$ cat src/rtl/mem_arbiter_if.sv
// rtl/mem_arbiter_if.sv - requester-side request/response bus of mem_arbiter
// Purpose: bundles the per-port request and response handshakes shared between
//          the requesters (master) and the arbiter (slave).
// Signals:
//   req_valid/req_ready   N_REQ       request handshake, one bit per port
//   req_addr, req_wdata   32*N_REQ    byte address / write data, port i = [32i+31:32i]
//   req_wr_mask           2*N_REQ     0=none 1=byte 2=half 3=word
//   req_rd_mask           3*N_REQ     0=W 1=HZ 2=BZ 3=HE 4=BE (reads only)
//   rsp_valid/rsp_ready   N_REQ       response handshake, rsp_valid one-hot
//   rsp_data, rsp_err     32, 1       shared response payload
interface mem_arbiter_if #(
  parameter int N_REQ = 2
);
  logic [N_REQ-1:0]   req_valid;
  logic [N_REQ-1:0]   req_ready;
  logic [32*N_REQ-1:0] req_addr;
  logic [32*N_REQ-1:0] req_wdata;
  logic [2*N_REQ-1:0] req_wr_mask;
  logic [3*N_REQ-1:0] req_rd_mask;
  logic [N_REQ-1:0]   rsp_valid;
  logic [N_REQ-1:0]   rsp_ready;
  logic [31:0]        rsp_data;
  logic               rsp_err;

  modport master (
    output req_valid, req_addr, req_wdata, req_wr_mask, req_rd_mask, rsp_ready,
    input  req_ready, rsp_valid, rsp_data, rsp_err
  );

  modport slave (
    input  req_valid, req_addr, req_wdata, req_wr_mask, req_rd_mask, rsp_ready,
    output req_ready, rsp_valid, rsp_data, rsp_err
  );
endinterface

$ cat src/rtl/mem_arbiter.sv
// rtl/mem_arbiter.sv - round-robin arbiter sharing one byte-lane memory port
// Purpose: grants one of N_REQ requesters at a time, checks alignment and read
//          mask before touching memory, runs IDLE->ACCESS->DATA->RESP per access
//          (errors short-cut IDLE->RESP).
// Ports:
//   i_clk, i_reset_n        clock, asynchronous active-low reset
//   bus (slave)             requester request/response handshakes
//   o_mem_address/wr_data   memory address and write data (hold last latched value)
//   o_mem_wr_mask/rd_mask   memory strobes, non-zero only in ACCESS
//   i_mem_rd_data           registered read data, valid in DATA
//   i_mem_err_misaligned,
//   i_mem_err_rd_mask       registered memory error flags, valid in DATA
module mem_arbiter #(
  parameter int N_REQ = 2
) (
  input  logic         i_clk,
  input  logic         i_reset_n,
  mem_arbiter_if.slave bus,
  output logic [31:0]  o_mem_address,
  output logic [31:0]  o_mem_wr_data,
  output logic [1:0]   o_mem_wr_mask,
  output logic [2:0]   o_mem_rd_mask,
  input  logic [31:0]  i_mem_rd_data,
  input  logic         i_mem_err_misaligned,
  input  logic         i_mem_err_rd_mask
);
  localparam int PW = (N_REQ > 1) ? $clog2(N_REQ) : 1;

  typedef enum logic [1:0] {IDLE, ACCESS, DATA, RESP} state_t;

  state_t        state_q, state_d;
  logic [PW-1:0] rr_q;
  logic [PW-1:0] port_q;
  logic [31:0]   addr_q, wdata_q;
  logic [1:0]    wr_mask_q;
  logic [2:0]    rd_mask_q;
  logic [31:0]   rsp_data_q;
  logic          rsp_err_q;

  logic          grant_found;
  logic [PW-1:0] grant_id;
  int            gsel;
  logic [31:0]   g_addr, g_wdata;
  logic [1:0]    g_wr_mask;
  logic [2:0]    g_rd_mask;
  logic          g_err;
  logic          accept;

  function automatic logic access_err(input logic [1:0] wm, input logic [2:0] rm,
                                      input logic [1:0] a);
    logic word_acc, half_acc;
    word_acc = (wm == 2'd3) || (wm == 2'd0 && rm == 3'd0);
    half_acc = (wm == 2'd2) || (wm == 2'd0 && (rm == 3'd1 || rm == 3'd3));
    access_err = (word_acc && a != 2'd0) || (half_acc && a[0]) ||
                 (wm == 2'd0 && rm > 3'd4);
  endfunction

  // Search starts one past the last winner, so a port that just got served
  // goes to the back of the line.
  always_comb begin
    grant_found = 1'b0;
    grant_id    = '0;
    for (int k = 1; k <= N_REQ; k++) begin
      if (!grant_found && bus.req_valid[(int'(rr_q) + k) % N_REQ]) begin
        grant_found = 1'b1;
        grant_id    = PW'((int'(rr_q) + k) % N_REQ);
      end
    end
  end

  always_comb begin
    gsel      = int'(grant_id);
    g_addr    = bus.req_addr[gsel*32 +: 32];
    g_wdata   = bus.req_wdata[gsel*32 +: 32];
    g_wr_mask = bus.req_wr_mask[gsel*2 +: 2];
    g_rd_mask = bus.req_rd_mask[gsel*3 +: 3];
    g_err     = access_err(g_wr_mask, g_rd_mask, g_addr[1:0]);
  end

  assign accept = (state_q == IDLE) && grant_found;

  always_comb begin
    bus.req_ready = '0;
    if (accept) bus.req_ready = N_REQ'(1) << grant_id;
  end

  always_ff @(posedge i_clk or negedge i_reset_n) begin
    if (!i_reset_n) state_q <= IDLE;
    else            state_q <= state_d;
  end

  always_comb begin
    state_d = state_q;
    case (state_q)
      IDLE:    if (accept) state_d = g_err ? RESP : ACCESS;
      ACCESS:  state_d = DATA;
      DATA:    state_d = RESP;
      RESP:    if (bus.rsp_ready[port_q]) state_d = IDLE;
      default: state_d = IDLE;
    endcase
  end

  always_ff @(posedge i_clk or negedge i_reset_n) begin
    if (!i_reset_n) begin
      rr_q       <= PW'(N_REQ - 1);
      port_q     <= '0;
      addr_q     <= '0;
      wdata_q    <= '0;
      wr_mask_q  <= '0;
      rd_mask_q  <= '0;
      rsp_data_q <= '0;
      rsp_err_q  <= 1'b0;
    end else if (accept) begin
      rr_q       <= grant_id;
      port_q     <= grant_id;
      addr_q     <= g_addr;
      wdata_q    <= g_wdata;
      wr_mask_q  <= g_wr_mask;
      rd_mask_q  <= g_rd_mask;
      rsp_data_q <= '0;
      rsp_err_q  <= g_err;
    end else if (state_q == DATA) begin
      rsp_data_q <= (wr_mask_q != 2'd0) ? 32'd0 : i_mem_rd_data;
      rsp_err_q  <= i_mem_err_misaligned | i_mem_err_rd_mask;
    end
  end

  // Strobes decode from state so they drop the instant reset asserts, which
  // is what cancels a write whose clock edge has not yet arrived.
  assign o_mem_address = addr_q;
  assign o_mem_wr_data = wdata_q;
  assign o_mem_wr_mask = (state_q == ACCESS) ? wr_mask_q : 2'd0;
  assign o_mem_rd_mask = (state_q == ACCESS && wr_mask_q == 2'd0) ? rd_mask_q : 3'd0;

  assign bus.rsp_valid = (state_q == RESP) ? (N_REQ'(1) << port_q) : '0;
  assign bus.rsp_data  = rsp_data_q;
  assign bus.rsp_err   = rsp_err_q;
endmodule
$ cat src/flat_wrapper.sv
// flat-port wrapper written by rule: the top's interface ports become plain ports
module mem_arbiter_flat 
#(
  parameter int N_REQ = 2
)
  (i_clk, i_reset_n, o_mem_address, o_mem_wr_data, o_mem_wr_mask, o_mem_rd_mask, i_mem_rd_data, i_mem_err_misaligned, i_mem_err_rd_mask, bus_req_valid, bus_req_addr, bus_req_wdata, bus_req_wr_mask, bus_req_rd_mask, bus_rsp_ready, bus_req_ready, bus_rsp_valid, bus_rsp_data, bus_rsp_err);
  mem_arbiter_if #(.N_REQ(N_REQ)) bus_i ();
  input  logic i_clk;
  input  logic i_reset_n;
  output logic [31:0] o_mem_address;
  output logic [31:0] o_mem_wr_data;
  output logic [1:0] o_mem_wr_mask;
  output logic [2:0] o_mem_rd_mask;
  input  logic [31:0] i_mem_rd_data;
  input  logic i_mem_err_misaligned;
  input  logic i_mem_err_rd_mask;
  input wire logic [$bits(bus_i.req_valid)-1:0] bus_req_valid;
  input wire logic [$bits(bus_i.req_addr)-1:0] bus_req_addr;
  input wire logic [$bits(bus_i.req_wdata)-1:0] bus_req_wdata;
  input wire logic [$bits(bus_i.req_wr_mask)-1:0] bus_req_wr_mask;
  input wire logic [$bits(bus_i.req_rd_mask)-1:0] bus_req_rd_mask;
  input wire logic [$bits(bus_i.rsp_ready)-1:0] bus_rsp_ready;
  output wire logic [$bits(bus_i.req_ready)-1:0] bus_req_ready;
  output wire logic [$bits(bus_i.rsp_valid)-1:0] bus_rsp_valid;
  output wire logic [$bits(bus_i.rsp_data)-1:0] bus_rsp_data;
  output wire logic [$bits(bus_i.rsp_err)-1:0] bus_rsp_err;
  assign bus_i.req_valid = bus_req_valid;
  assign bus_i.req_addr = bus_req_addr;
  assign bus_i.req_wdata = bus_req_wdata;
  assign bus_i.req_wr_mask = bus_req_wr_mask;
  assign bus_i.req_rd_mask = bus_req_rd_mask;
  assign bus_i.rsp_ready = bus_rsp_ready;
  assign bus_req_ready = bus_i.req_ready;
  assign bus_rsp_valid = bus_i.rsp_valid;
  assign bus_rsp_data = bus_i.rsp_data;
  assign bus_rsp_err = bus_i.rsp_err;
  mem_arbiter #(.N_REQ(N_REQ)) u_core (.i_clk(i_clk), .i_reset_n(i_reset_n), .bus(bus_i), .o_mem_address(o_mem_address), .o_mem_wr_data(o_mem_wr_data), .o_mem_wr_mask(o_mem_wr_mask), .o_mem_rd_mask(o_mem_rd_mask), .i_mem_rd_data(i_mem_rd_data), .i_mem_err_misaligned(i_mem_err_misaligned), .i_mem_err_rd_mask(i_mem_err_rd_mask));
endmodule
$ cat config.mk
export PLATFORM = sky130hd
export DESIGN_NAME = mem_arbiter_flat
export DESIGN_NICKNAME = d
export VERILOG_FILES = /design/src/rtl/mem_arbiter_if.sv /design/src/rtl/mem_arbiter.sv /design/src/flat_wrapper.sv
export SDC_FILE = /design/constraint.sdc
export NUM_CORES = 1
export LEC_CHECK = 0
export ABC_AREA = 0
export CAP_MARGIN = 40
export CORE_MARGIN = 10
export CORE_UTILIZATION = 38
export CTS_BUF_LIST = sky130_fd_sc_hd__clkbuf_2 sky130_fd_sc_hd__clkbuf_4 sky130_fd_sc_hd__clkbuf_8
export DETAILED_ROUTE_END_ITERATION = 6
export PLACE_DENSITY = 0.88
export SLEW_MARGIN = 10
export SYNTH_ARGS = -nofsm -noshare
export SYNTH_HDL_FRONTEND = slang
export SYNTH_SLANG_ARGS = --single-unit
$ cat constraint.sdc
create_clock -name i_clk -period 2.4 [get_ports i_clk]
set_clock_uncertainty 0.05 [all_clocks]
set_input_delay 0.48 -clock i_clk [delete_from_list [all_inputs] [get_ports i_clk]]
set_output_delay 0.48 -clock i_clk [all_outputs]
set_load 0.02 [all_outputs]
==> results of run 1 <==
-- synth_stat cells, drive strengths merged, types with 2 or more instances --
library cell	count
nand2	135
dfrtp	105
a32oi	60
a22o	31
buf	19
clkbuf	18
o21ai	14
mux2i	7
nor2	7
ha	5
inv	5
and2	4
and3	4
a21oi	3
a22oi	3
nor2b	3
a21o	2
nand2b	2
xor2	2
-- worst min-delay path by stage --
stage	from	endpoint	slack [ps]	depth (start not counted)
4_1_cts	i_reset_n	u_core.bus.rsp_data[30]$_DFFE_PN0P_	7	1
6_report	i_reset_n	u_core.state_q[0]$_DFFE_PN0P_	9	1
2_1_floorplan	i_reset_n	u_core.bus.rsp_data[0]$_DFFE_PN0P_	130	0
3_3_place_gp	u_core.o_mem_wr_data[1]$_DFFE_PN0P_	u_core.o_mem_wr_data[1]$_DFFE_PN0P_	400	2
5_1_grt	i_reset_n	u_core.state_q[0]$_DFFE_PN0P_	10	1
3_5_place_dp	u_core.o_mem_wr_data[0]$_DFFE_PN0P_	u_core.o_mem_wr_data[0]$_DFFE_PN0P_	410	2
-- flip-flops by register name, summed over array words and instances (netlist names) --
signal	flops
u_core.bus.rsp_data	32
u_core.bus.rsp_err	1
u_core.o_mem_address	32
u_core.o_mem_wr_data	32
u_core.port_q	1
u_core.rd_mask_q	3
u_core.rr_q	1
u_core.state_q	2
u_core.wr_mask_q	2
-- power groups by stage --
stage | sequential (mW) | clock (mW) | combinational (mW)
3_5_place_dp | 3.20 | 0 | 5.61
5_1_grt | 3.27 | 1.14 | 5.97
6_report | 3.18 | 1.03 | 5.58
4_1_cts | 3.18 | 1.07 | 5.64
2_1_floorplan | 4.11 | 0 | 1.90
3_3_place_gp | 3.14 | 0 | 5.46
-- worst max-delay path, delay by kind of cell, from the launching register on --
kind | cells | cell delay (ps)
AND/OR/NAND/NOR | 1 | 150
flip-flops | 1 | 390
buffers and inverters | 1 | 630
adder cells (fa/ha/maj) | 1 | 200
-- metrics by stage --
stage / total power [mW] / hold slack, ps / setup WS, ps / area [um2]
floorplan: 6.01 / 134 / 544 / 4650
global placement: 8.60 / 401 / -179 / 7630
detailed placement: 8.81 / 412 / -174 / 7630
CTS: 9.88 / 6.66 / 33.0 / 7810
global route: 10.4 / 11.2 / 6.36 / 7790
finish: 9.79 / 9.32 / 120 / 7790
-- final cells by class --
type,count,area (um2)
flip-flops and latches,106,2650
multi-input cells,291,1800
well taps,147,184
fillers,913,4220
clock inverters,4,28.8
repair buffers,301,2960
inverters,5,18.8
clock buffers,12,146
-- kinds of logic (layout without fill, tap and decap cells) --
family,Yosys count,in the layout,synth area share (%)
mux,7,7,1.51
buf+inv,42,322,4.66
flops,106,106,57.1
simple gates,156,156,13.5
xor+xnor,2,2,0.377
compound gates,121,121,21.5
fa+ha+maj,5,5,1.35
-- per-layer routing --
metal  part of all wire (%)  wire length (um)  vias to the layer above  track usage [%]
met1                     35              6450                     2244             21.5
li1                       -                 -                     2136                -
met5                      0                 0                        -                0
met2                     50              9140                      250             35.3
met3                     11              2060                       37             10.1
met4                    3.2               574                        0             8.37
-- repair_timing --
item / CTS / global route
setup endpoints to repair: 7 / 6
hold endpoints to repair: 0 / 0
resized for setup: 8 / 11
==> results.md, run 1 <==
- Post-CTS setup buffer count: 0
- Endpoint class of the critical path: primary output
- R2R cell count: 7
- Tcrit/Tclk final: 95.0%
- Syn_nets: 622
- Post-synthesis sequential area ratio: 57.1%
- IO buf count: 283
- CP endpoint: bus_rsp_valid[0]
- Worst vdd ir: 0.727 mV
- Synth Register Bits: 106
- Worst Setup SP: u_core.state_q[1]$_DFFE_PN0P_
- Num rows: 40
- Die Span X: 131 um
- Power share of the sequential group: 32.5%
- DPL Wire Length: 14.3 mm
- Post-layout util: 64.9%
- Post-DRT Antenna Nets: 0
- Chip Height: 131 um
- CTS root buffer: clkbuf_8
- Finished Layout Cells: 866
- Worst-Margin Slew: 641 ps
- # Max-Cap Violations: 0
- Syn-to-layout area delta: 67.8%
- Status: finished clean
- Vias per inst: 5.39
- Switching power: 4.16 mW
- TritonCTS buffer count: 9
- Core Box Area: 0.0120 mm2
- Data required, critical path: 1870 ps
- Starting DRC count in detailed routing: 273
- Placed instance count: 850
- Cells after Synth: 439
- Clock slew at reported path FFs: 90 ps
- Gp weighted congestion: 0.855
- FFs w/ async S/R, synth: 100%
- Synth Flop Type: dfrtp_1
- Fmax achieved: 0.439 GHz
- Synth area leaders: dfrtp_1 (57%), a32oi_1 (11%), nand2_1 (11%), a22o_1 (5.8%), mux2i_1 (1.5%)
- Clk pwr share: 10.5%
- Io pins: 284
- Max-slew headroom: 57.3%
- Most common cell after layout, fill and taps aside: clkdlybuf4s50_1
- Avg Inst Size Synth: 10.6 um2
- Final setup fails: 0
- Post-synth EDFFs: 0
- Vias: 4667
- Reg-to-reg critical path endpoint: u_core.o_mem_wr_data[21]$_DFFE_PN0P_
- Slowest CP cell: clkdlybuf4s50_1
- Final Max Tran Viols: 0
- Most frequent cells in the layout: clkdlybuf4s50_1 (275), nand2_1 (135), dfrtp_1 (105), a32oi_1 (60), a22o_1 (31)
- RSZ-0062 raised after global routing: false
- Cts hold-fix bufs: 0
- Setup tns final: 0 ps
- CP arrival: 1750 ps
- Largest net degree at the start of global routing: 63
- # diodes: 0
- Final #Nets: 897
- Critical Path Start Type: flop
- Crit path max fanout: 3
- Final Hold Fails: 0
- Drc violations: 0
- Initial core utilization: 38.7%
- Die area: 0.0170 mm2
- Worst hold path type: in2async
- DR pass1 iterations: 5
- Leak: 3.41 nW
- Unique masters post-synth: 35
- Global-route wire length before repair: 27.4 mm
- Critical-path cell list: ha_1 -> nor2b_1 -> clkdlybuf4s50_1
- CTS tree: yes
- Vias in the first global route: 5063
- CTS Buffer Depth: 2
- Internal: 5.63 mW
- Crit-path max cell delay: 630 ps
- Drt wl/cell: 21.0 um
- Sw frac: 42.5%
- Routed WL: 18.2 mm
- GRT overflow: 0
- Fraction of layout cells with a size suffix above 1: 6.40%
- FF-to-FF Start: u_core.state_q[1]$_DFFE_PN0P_
- Synth Warn #: 0
- Post-Syn Area: 0.00465 mm2
- Total track usage: 20.8%
- Pwr dens: 1260 mW/mm2
- Final min period: 2280 ps
- Number of clock sinks: 106
- Synth area leader: dfrtp_1
- WS Path Type: reg2out
- Worst-Skew Late Latency: 370 ps
- Post-synth top area share: 56.6%
- Combinational power share: 57.0%
- R2R setup slack: 320 ps
- Initial antenna violation count: 0
- H-tree Lvls: 3
Note: power is estimated with default switching activity, not from simulation.
==> inputs of run 2 (changes only) <==
- CTS_CLUSTER_SIZE: unset -> 28
==> results of run 2 <==
No change in the layout: final DEF, timing and power equal those of run 1.
